===== src/rtl/alu_serial.sv =====
`default_nettype none
// ============================================================================
// Module   : alu_serial
// Brief    : Digit-serial ALU processing SLICE bits per clock, LSB first,
//            with start/busy/done handshake and Z/N/C/V flags.
// Revision : 1.0 - initial release
// ============================================================================
module alu_serial #(
    parameter int WIDTH = 16,
    parameter int SLICE = 4
) (
    input  logic             clk,
    input  logic             reset,
    input  logic             start,
    input  logic [2:0]       op,
    input  logic [WIDTH-1:0] a,
    input  logic [WIDTH-1:0] b,
    output logic             busy,
    output logic             done,
    output logic [WIDTH-1:0] alu,
    output logic             z,
    output logic             n,
    output logic             c,
    output logic             v
);

    localparam int c_N  = WIDTH / SLICE;
    localparam int c_CW = (c_N > 1) ? $clog2(c_N) : 1;
    localparam logic [c_CW-1:0] c_LAST = c_CW'(c_N - 1);

    localparam logic [0:0] c_IDLE = 1'b0;
    localparam logic [0:0] c_RUN  = 1'b1;

    logic [0:0]       r_state;
    logic [c_CW-1:0]  r_cnt;
    logic [WIDTH-1:0] r_a;
    logic [WIDTH-1:0] r_b;
    logic [WIDTH-1:0] r_work;
    logic [2:0]       r_op;
    logic             r_carry;

    logic [SLICE-1:0] w_aop;
    logic [SLICE-1:0] w_bop;
    logic [SLICE:0]   w_ext;
    logic [SLICE-1:0] w_slice;
    logic             w_cout;
    logic             w_msb_cin;
    logic             w_arith;
    logic [WIDTH-1:0] w_work_next;

    // Operand registers shift right each digit so the current digit is
    // always in the low SLICE bits.
    always_comb begin
        w_arith   = ~r_op[2];
        w_aop     = r_op[1] ? r_a[SLICE-1:0] : '0;
        w_bop     = (r_op[1:0] == 2'b11) ? ~r_b[SLICE-1:0] : r_b[SLICE-1:0];
        w_ext     = {1'b0, w_aop} + {1'b0, w_bop} + {{SLICE{1'b0}}, r_carry};
        w_cout    = w_ext[SLICE];
        // Carry into the digit MSB recovered from the MSB sum bit.
        w_msb_cin = w_aop[SLICE-1] ^ w_bop[SLICE-1] ^ w_ext[SLICE-1];
        case (r_op)
            3'b100:  w_slice = r_a[SLICE-1:0] & r_b[SLICE-1:0];
            3'b101:  w_slice = r_a[SLICE-1:0] | r_b[SLICE-1:0];
            3'b110:  w_slice = r_a[SLICE-1:0] ^ r_b[SLICE-1:0];
            3'b111:  w_slice = ~r_b[SLICE-1:0];
            default: w_slice = w_ext[SLICE-1:0];
        endcase
        w_work_next = WIDTH'({w_slice, r_work} >> SLICE);
    end

    always_ff @(posedge clk or posedge reset) begin
        if (reset) begin
            r_state <= c_IDLE;
            r_cnt   <= '0;
            r_a     <= '0;
            r_b     <= '0;
            r_work  <= '0;
            r_op    <= '0;
            r_carry <= 1'b0;
            busy    <= 1'b0;
            done    <= 1'b0;
            alu     <= '0;
            z       <= 1'b0;
            n       <= 1'b0;
            c       <= 1'b0;
            v       <= 1'b0;
        end else begin
            done <= 1'b0;
            case (r_state)
                c_IDLE: begin
                    if (start) begin
                        r_a     <= a;
                        r_b     <= b;
                        r_op    <= op;
                        r_cnt   <= '0;
                        r_carry <= (op == 3'b001) || (op == 3'b011);
                        busy    <= 1'b1;
                        r_state <= c_RUN;
                    end
                end
                c_RUN: begin
                    r_a     <= r_a >> SLICE;
                    r_b     <= r_b >> SLICE;
                    r_work  <= w_work_next;
                    r_carry <= w_cout;
                    r_cnt   <= r_cnt + c_CW'(1);
                    if (r_cnt == c_LAST) begin
                        alu     <= w_work_next;
                        z       <= (w_work_next == '0);
                        n       <= w_work_next[WIDTH-1];
                        c       <= w_arith & w_cout;
                        v       <= w_arith & (w_cout ^ w_msb_cin);
                        done    <= 1'b1;
                        busy    <= 1'b0;
                        r_state <= c_IDLE;
                    end
                end
                default: r_state <= c_IDLE;
            endcase
        end
    end

endmodule
`default_nettype wire


===== config.mk =====
export PLATFORM = sky130hd
export DESIGN_NAME = alu_serial
export DESIGN_NICKNAME = d
export VERILOG_FILES = /design/src/rtl/alu_serial.sv
export SDC_FILE = /design/constraint.sdc
export NUM_CORES = 1
export LEC_CHECK = 0
export ABC_AREA = 1
export CAP_MARGIN = 40
export CORE_MARGIN = 5
export CORE_UTILIZATION = 40
export DETAILED_ROUTE_END_ITERATION = 6
export HOLD_SLACK_MARGIN = 0.12
export SLEW_MARGIN = 20
export SYNTH_ARGS = -nofsm -noshare
export SYNTH_HDL_FRONTEND = slang
export SYNTH_SLANG_ARGS = --single-unit

===== constraint.sdc =====
create_clock -name clk -period 3.1 [get_ports clk]
set_input_delay 0.62 -clock clk [delete_from_list [all_inputs] [get_ports clk]]
set_output_delay 0.62 -clock clk [all_outputs]
set_load 0.005 [all_outputs]

# --- Word level (Yosys, flattened, before mapping) ---
# Cells that the tools add are included.
op_classes:
  n_addsub: 3
  bitwise: 11
  n_mux: 19
  reduce_logical: 5
  n_eq_ne: 10
ops:
  columns: ["op", "n"]
  rows:
  - ["$pmux W16 S2", 2]
  - ["$mux W16", 2]
  - ["$logic_not A16 Y1", 1]
  - ["$pmux W4 S4", 1]
  - ["$eq A3 B3 Y1 const B", 4]
  - ["$mux W4", 2]
  - ["$mux W1", 7]
  - ["$pmux W1 S2", 3]
  - ["$reduce_and A2 Y1", 3]
  - ["$add A4 B4 Y5", 1]
  - ["$add A5 B1 Y5", 1]
  - ["$and A4 B4 Y4", 1]
  - ["$eq A2 B2 Y1 const B", 2]
  - ["$not A4 Y4", 1]
  - ["$or A4 B4 Y4", 1]
  - ["$pmux W2 S2", 1]
  - ["$xor A4 B4 Y4", 1]
  - ["$eq A3 B1 Y1 const B", 1]
  - ["$eq A3 B2 Y1 const B", 1]
  - ["$xor A1 B1 Y1", 3]
  - ["$add A2 B1 Y2 const B", 1]
  - ["$and A1 B1 Y1", 2]
  - ["$mux W2", 1]
  - ["$ne A2 B1 Y1 const B", 1]
  - ["other kinds (3)", 4]
word_totals:
  regBits: 77
  inputBits: 38
  word_cells: 62

# --- Longest topological paths before layout ---
# Gate-level depths: netlist (run 1).
depth:
  word_depth: 7
  mapped_depth: 13
  mapped_depth_nobuf: 12

# --- Worst setup path before layout (run 1) ---
# Ideal clock, no wire load.
synth_path:
  path_kind: "register to register"
  from: "reg r_op[1]"
  to: "reg r_work[14]"
  path_stages_with_launch: 11
  synth_period_minus_slack_ns: 2.148
  arrival_time_ns: 2.012
  required_ns: 2.964
  slack_ns: 0.952
  path_cell_list: "dfrtp_1 -> buf_6 -> nand2_1 -> xor2_1 -> fa_1 -> inv_1 -> fa_1 -> xnor2_1 -> nor2_1 -> nor3_1 -> o21ai_0"
synth_between:
  elab_chain_cells: 5
  elab_cells_between_ends: 10
  classes_between: "2 x add/sub; 5 x eq/ne; 3 x mux"
synth_lines:
  columns: ["item", "line", "text"]
  rows:
  - ["start, declared", "39", "logic [2:0] r_op;"]
  - ["start signal, assigned", "94", "r_op <= op;"]
  - ["$eq A2 B2 Y1", "56", "w_bop = (r_op[1:0] == 2'b11) ? ~r_b[SLICE-1:0] : r_b[SLICE-1:0];"]
  - ["$mux W4", "56", null]
  - ["$add A4 B4 Y5", "57", "w_ext = {1'b0, w_aop} + {1'b0, w_bop} + {{SLICE{1'b0}}, r_carry};"]
  - ["$add A5 B1 Y5", "57", null]
  - ["$pmux W4 S4 *", "61", "case (r_op)"]
  - ["end signal, assigned", "104", "r_work <= w_work_next;"]
  - ["end, declared", "38", "logic [WIDTH-1:0] r_work;"]
# Every way passes the cells marked *; elsewhere a longest branch is shown, timed or not.
# A chain may end at the register's enable or synchronous reset.

# --- Worst setup path after layout (run 1) ---
layout_path:
  from: "reg r_op[1]"
  to: "reg z"
layout_between:
  elab_chain_cells: 6
  elab_cells_between_ends: 11
  classes_between: "2 x add/sub; 5 x eq/ne; 3 x mux; 1 x reduce/logical"
layout_lines:
  columns: ["item", "line", "text"]
  rows:
  - ["$eq A2 B2 Y1", "56", null]
  - ["$mux W4", "56", null]
  - ["$add A4 B4 Y5", "57", null]
  - ["$add A5 B1 Y5", "57", null]
  - ["$pmux W4 S4 *", "61", null]
  - ["$logic_not A16 Y1 *", "109", "z <= (w_work_next == '0);"]
  - ["end signal, assigned", "109", null]
  - ["end, declared", "21", "output logic z,"]
# Marked as above.

==> results.yml, run 1 <==
outcome:
  status: "complete, no violations"
detailed_routing:
  wl_per_cell_um: 13.35
  remaining_drc_errors: 0
  viasPerCell: 4.848
  drt-initial-drc-count: 98
  antenna_left: 0
  num_vias: 2681
  first_pass_iters: 4
  wirelength_um: 7383
global_routing:
  grt_max_degree: 73
  track_usage_pct: 15.45
  grt_antenna_before_repair: 0
  grt_pass1_wl_um: 12730
  grt_pass1_vias: 2757
  grt-ovfl-total: 0
sta:
  layout_min_cycle_time_ps: 2403
  setup_tns_ps: 0
  finalClockSkew_ps: 11.86
  rsz0062_at_grt: "false"
  finalHoldViolations: 0
  maxSlewHeadroom_pct: 50.81
  max_freq_mhz: 416.2
  timing.hold.ws_ps: 482.5
  tightest_slew_ps: 737.9
  setup_viol: 0
  finalCritPeriodShare_pct: 77.51
  maxSlewViolCount: 0
synthesis:
  yosys_warnings: 0
  synth_nets: 440
  synthTopCellsByArea: "dfrtp_1, nand2_1, inv_1, o21ai_0, ha_1"
  avgSynthCellArea_um2: 8.736
  synth.cell_area_mm2: 0.003390
  synth_cell_type_count: 28
  synthDominantCellAreaShare_pct: 53.16
  netlist_instances: 388
  ys_seq_area_share_pct: 53.16
  yosys.area.top_type: "dfrtp_1"
  ys_seq_elements: 72
power:
  ir_drop_uv: 318.4
  total_power_mw: 3.824
  power.density_mw_per_mm2: 902.3
  p_leak_nw: 1.976
finish:
  drive_above_1_share_pct: 5.804
  nFillCells: 800
  regArea_mm2: 0.001802
  layout.nets: 495
  area_growth_pct: 25.03
  layout_commonest_cell: "nand2_1"
  final_cell_mix: "nand2_1, dfrtp_1, clkdlybuf4s50_1, inv_1, o21ai_0"
  multi_input_area_mm2: 0.001311
  antenna_cells: 0
clocking:
  path_clk_slew_ps: 80
  clkLatencyLatePin_ps: 350
  htreeDepth: 3
  cts_setup_buffers: 0
  cts_sinks: 72
  tritoncts: "yes"
  cts_hold_buf: 0
  clockBufferDepth: 2
  cts_made_buffers: 9
  cts_resized: 0
  cts_root_buf: "clkbuf_8"
setup_path:
  crit_required_ps: 3380
  worst_setup_path_start_kind: "register"
  arrival_ps: 2680
  cp_max_fo: 12
  rr_startpoint: "r_op[1]$_DFFE_PP0P_"
  cp-startpoint: "r_op[1]$_DFFE_PP0P_"
  crit_type: "reg2reg"
  r2r_cells: 10
  critPathCaptureType: "register"
  r2r-end: "z$_DFFE_PP0P_"
  reg2reg_setup_slack_ps: 700
hold_path:
  hold_start: "r_b[14]$_DFFE_PP0P_"
  hold_depth: 2
  hold_end: "r_b[14]$_DFFE_PP0P_"
  hp-class: "reg2reg"
placed_design:
  dp_hpwl_um: 5264
  io_buffers: 59
  globalplace.congestion: 0.8830
floorplan:
  initial_core_util_pct: 41.25
  die_area_mm2: 0.01041
  coreArea_mm2: 0.008217
  pin_count: 60
  die_w_um: 102.1
  die_h_um: 102.1
  num_rows: 33
job:
  maxCapViolations: 0
## through the flow
stage,area [um^2],cells,setup WS [ps],util (%)
5_1_grt,4238,553,425.4,51.58
3_5_place_dp,4043,537,705.0,49.20
6_report,4238,553,697.3,51.58
2_1_floorplan,3390,388,655.1,-
3_3_place_gp,4043,537,767.3,49.20
4_1_cts,4238,553,700.0,51.58
## power breakdown
group          total (mW)  leakage, nW  internal (mW)  switching, mW
combinational        1.53        0.942          0.669          0.858
clock               0.738       0.0929          0.375          0.363
sequential           1.56        0.941           1.29          0.264
total                3.82         1.98           2.34           1.49
## cell usage after synthesis
master / n
xnor2_1: 1
ha_1: 12
o211ai_1: 8
clkbuf_1: 5
o221ai_1: 9
inv_2: 4
nand2_1: 114
buf_2: 8
buf_6: 2
or2_2: 2
o21ai_1: 5
o21bai_1: 1
inv_1: 44
fa_1: 2
nand2_2: 1
a21oi_1: 2
a31oi_1: 1
o21ai_0: 32
buf_4: 2
dfrtp_1: 72
nor2_1: 24
nor3_1: 3
nand4_1: 4
a22o_1: 1
nor2_4: 1
xor2_1: 4
a22oi_1: 5
nand3_1: 19
## area by class of cell
type / instances / share of cell area [%]
Sequential cell: 72 / 42.52
Clock buffer: 10 / 3.012
Inverter: 48 / 4.252
Tap cell: 105 / 3.100
Clock inverter: 6 / 1.594
Timing Repair Buffer: 61 / 14.59
Multi-Input combinational cell: 251 / 30.94
## worst max-delay path, stage by stage (launching register included)
cell     delay (ps)
dfrtp_1         540
nand2_1         210
xor2_1          200
fa_1            200
inv_1            70
fa_1            400
xnor2_1         170
nor2_1           50
nor3_1          290
nand3_1         130
nand2_1          70
## worst max path at each step
stage          cells past startpoint                   to  slack [ps]
2_1_floorplan                      1   alu[0]$_DFFE_PP0P_         660
3_3_place_gp                       9  alu[14]$_DFFE_PP0P_         770
3_5_place_dp                       9  alu[14]$_DFFE_PP0P_         700
4_1_cts                           10        z$_DFFE_PP0P_         700
5_1_grt                            9  alu[14]$_DFFE_PP0P_         430
6_report                          10        z$_DFFE_PP0P_         700
## logic make-up (layout without fill, tap and decap cells)
group                      Yosys count  count (layout)  share of synthesized area (%)
AOI/OAI and AO/OA                   64              64                          11.63
xor gates and xnor gates             5               5                          1.292
adders and majority gates           14              14                          5.611
buffers and inverters               65             125                          8.158
DFF                                 72              72                          53.16
and+or+nand+nor                    168             168                          20.15
## state kept, by name, indices dropped and copies added (netlist names)
name,count
z,1
r_carry,1
v,1
r_state,1
r_cnt,2
r_a,16
r_work,12
alu,16
r_b,16
c,1
r_op,3
done,1
busy,1
## per-layer routing
metal / up-vias / part of all wire, % / global-route usage, %
met5: - / 0 / 0
met2: 57 / 45 / 23.69
li1: 1358 / - / -
met4: 0 / 1.7 / 6.155
met3: 10 / 3.7 / 3.072
met1: 1256 / 49 / 21.58
(Power assumes the default switching activity.)
==> run 2: changes to the inputs <==
--- a/config.mk
+++ b/config.mk
@@ -11,6 +11,7 @@
 export CORE_UTILIZATION = 40
 export DETAILED_ROUTE_END_ITERATION = 6
 export HOLD_SLACK_MARGIN = 0.12
+export PLACE_DENSITY = 0.66
 export SLEW_MARGIN = 20
 export SYNTH_ARGS = -nofsm -noshare
 export SYNTH_HDL_FRONTEND = slang
==> constraint.sdc (replaced) <==
create_clock -name clk -period 2.1 [get_ports clk]
set_input_delay 0.42 -clock clk [delete_from_list [all_inputs] [get_ports clk]]
set_output_delay 0.42 -clock clk [all_outputs]
set_load 0.005 [all_outputs]
==> run 2 against run 1 <==
Net effect:
- critical path depth is 1 lower
- cell count is 1.6% higher
- sequential power grew 46%
- global-route usage barely moved
- die area stayed put
- wire length decreased by 1.6%
- critical path type unchanged
- highest routed layer unchanged
==> results.yml, run 2 (synthesized netlist as in run 1, its figures left out) <==
detailed_routing:
  viasPerCell: 4.810
  top_layer_used: "met4"
  dr_wl_met2_um: 3292
  drt-initial-drc-count: 115
  m1WireLength_um: 3557
  num_vias: 2703
  antenna_left: 0
  first_pass_iters: 4
  remaining_drc_errors: 0
  dr_wl_met3_um: 317
  wl_per_cell_um: 12.92
  wirelength_um: 7263
hold_path:
  hold_start: "alu[5]$_DFFE_PP0P_"
  hold_end: "alu[5]$_DFFE_PP0P_"
  hold_depth: 2
  hp-class: "reg2reg"
setup_path:
  r2r_cells: 9
  arrival_ps: 2210
  critPathCaptureType: "register"
  crit_type: "reg2reg"
  rr_startpoint: "r_op[1]$_DFFE_PP0P_"
  worst_setup_path_start_kind: "register"
  r2r-end: "alu[14]$_DFFE_PP0P_"
  cp_max_fo: 3
  reg2reg_setup_slack_ps: 100
  crit_required_ps: 2310
power:
  p_leak_nw: 2.046
  power.density_mw_per_mm2: 1366
  ir_drop_uv: 549.0
floorplan:
  num_rows: 33
  pin_count: 60
  coreArea_mm2: 0.008217
  initial_core_util_pct: 41.25
  die_h_um: 102.1
  die_w_um: 102.1
  die_area_mm2: 0.01041
sta:
  setup_slack_ps: 102.6
  setup_tns_ps: 0
  setup_viol: 0
  maxSlewViolCount: 0
  finalCritPeriodShare_pct: 95.11
  rsz0062_at_grt: "true"
  max_freq_mhz: 500.7
  layout_min_cycle_time_ps: 1997
  finalClockSkew_ps: 9.848
  maxSlewHeadroom_pct: 63.48
  tightest_slew_ps: 547.8
  finalHoldViolations: 0
finish:
  utilization_pct: 53.27
  area_growth_pct: 29.13
  antenna_cells: 0
  drive_above_1_share_pct: 10.07
  regArea_mm2: 0.001803
  multi_input_area_mm2: 0.001346
  nFillCells: 782
  layout.nets: 504
  stdcell_count: 562
  reg_top3: "alu: 16 flops, r_a: 16 flops, r_b: 16 flops"
  layout_commonest_cell: "nand2_1"
  final_cell_mix: "nand2_1, dfrtp_1, clkdlybuf4s50_1, inv_1, o21ai_0"
global_routing:
  grt_pass1_wl_um: 12770
  grt-ovfl-total: 0
  track_usage_pct: 15.49
  grt_antenna_before_repair: 0
  grt_pass1_vias: 2727
  grt_max_degree: 73
outcome:
  status: "complete, no violations"
clocking:
  cts_setup_buffers: 0
  tritoncts: "yes"
  cts_made_buffers: 9
  cts_hold_buf: 0
  clockBufferDepth: 2
  htreeDepth: 3
  clkLatencyLatePin_ps: 340
  path_clk_slew_ps: 90
  cts_sinks: 72
  cts_root_buf: "clkbuf_8"
placed_design:
  io_buffers: 59
  globalplace.congestion: 0.7986
  dp_cells: 546
  dp_hpwl_um: 5266
  place_ws_ps: 29.89
job:
  maxCapViolations: 0
## run 2: area by class of cell
cell class	instances	share of cell area, %
Tap cell	105	3.002
Clock inverter	7	2.344
Sequential cell	72	41.19
Multi-Input combinational cell	251	30.76
Clock buffer	9	2.830
Timing Repair Buffer	70	15.67
Inverter	48	4.202
## run 2: worst max-delay path by stage
stage / slack (ps) / end / from / depth (start not counted)
6_report: 100 / alu[14]$_DFFE_PP0P_ / r_op[1]$_DFFE_PP0P_ / 9
5_1_grt: -50 / z$_DFFE_PP0P_ / r_op[1]$_DFFE_PP0P_ / 10
3_3_place_gp: 110 / alu[14]$_DFFE_PP0P_ / r_op[1]$_DFFE_PP0P_ / 9
4_1_cts: 50 / z$_DFFE_PP0P_ / r_op[1]$_DFFE_PP0P_ / 10
3_5_place_dp: 30 / alu[14]$_DFFE_PP0P_ / r_op[1]$_DFFE_PP0P_ / 9
2_1_floorplan: 50 / r_work[14]$_DFFE_PP0P_ / r_op[1]$_DFFE_PP0P_ / 10
## run 2: where the power goes
group          total [mW]  leakage (nW)  internal, mW  switching (mW)
sequential           2.27         0.940          1.91           0.358
combinational        2.45         0.990          1.11            1.34
clock                1.25         0.116         0.686           0.569
## run 2: critical path, cell delays in order, from the launching register on
cell,delay [ps]
dfrtp_1,410
nand2_2,110
xor2_2,160
fa_2,210
inv_2,50
fa_2,360
xnor2_2,130
nor2_1,60
nor3_2,270
o21ai_0,110
## run 2: timing repair
item                       in CTS  in global routing
hold endpoints to repair        0                  0
setup endpoints to repair       1                  6
pin swaps                       1                  3
resized for setup               0                  8
## run 2: routing by layer
| metal | track usage [%] | vias up |
|---|---|---|
| li1 | - | 1382 |
| met1 | 22.01 | 1254 |
| met2 | 23.04 | 59 |
| met3 | 3.686 | 8 |
| met4 | 5.853 | 0 |
| met5 | 0 | - |
## run 2: through the flow
step           power [mW]  instance area [um^2]  hold slack [ps]
2_1_floorplan       3.799                  3401            449.2
3_3_place_gp        4.626                  4121            464.7
3_5_place_dp        4.693                  4121            468.4
4_1_cts             5.958                  4348            490.0
5_1_grt             6.552                  4377            518.9
6_report            5.980                  4377            487.5
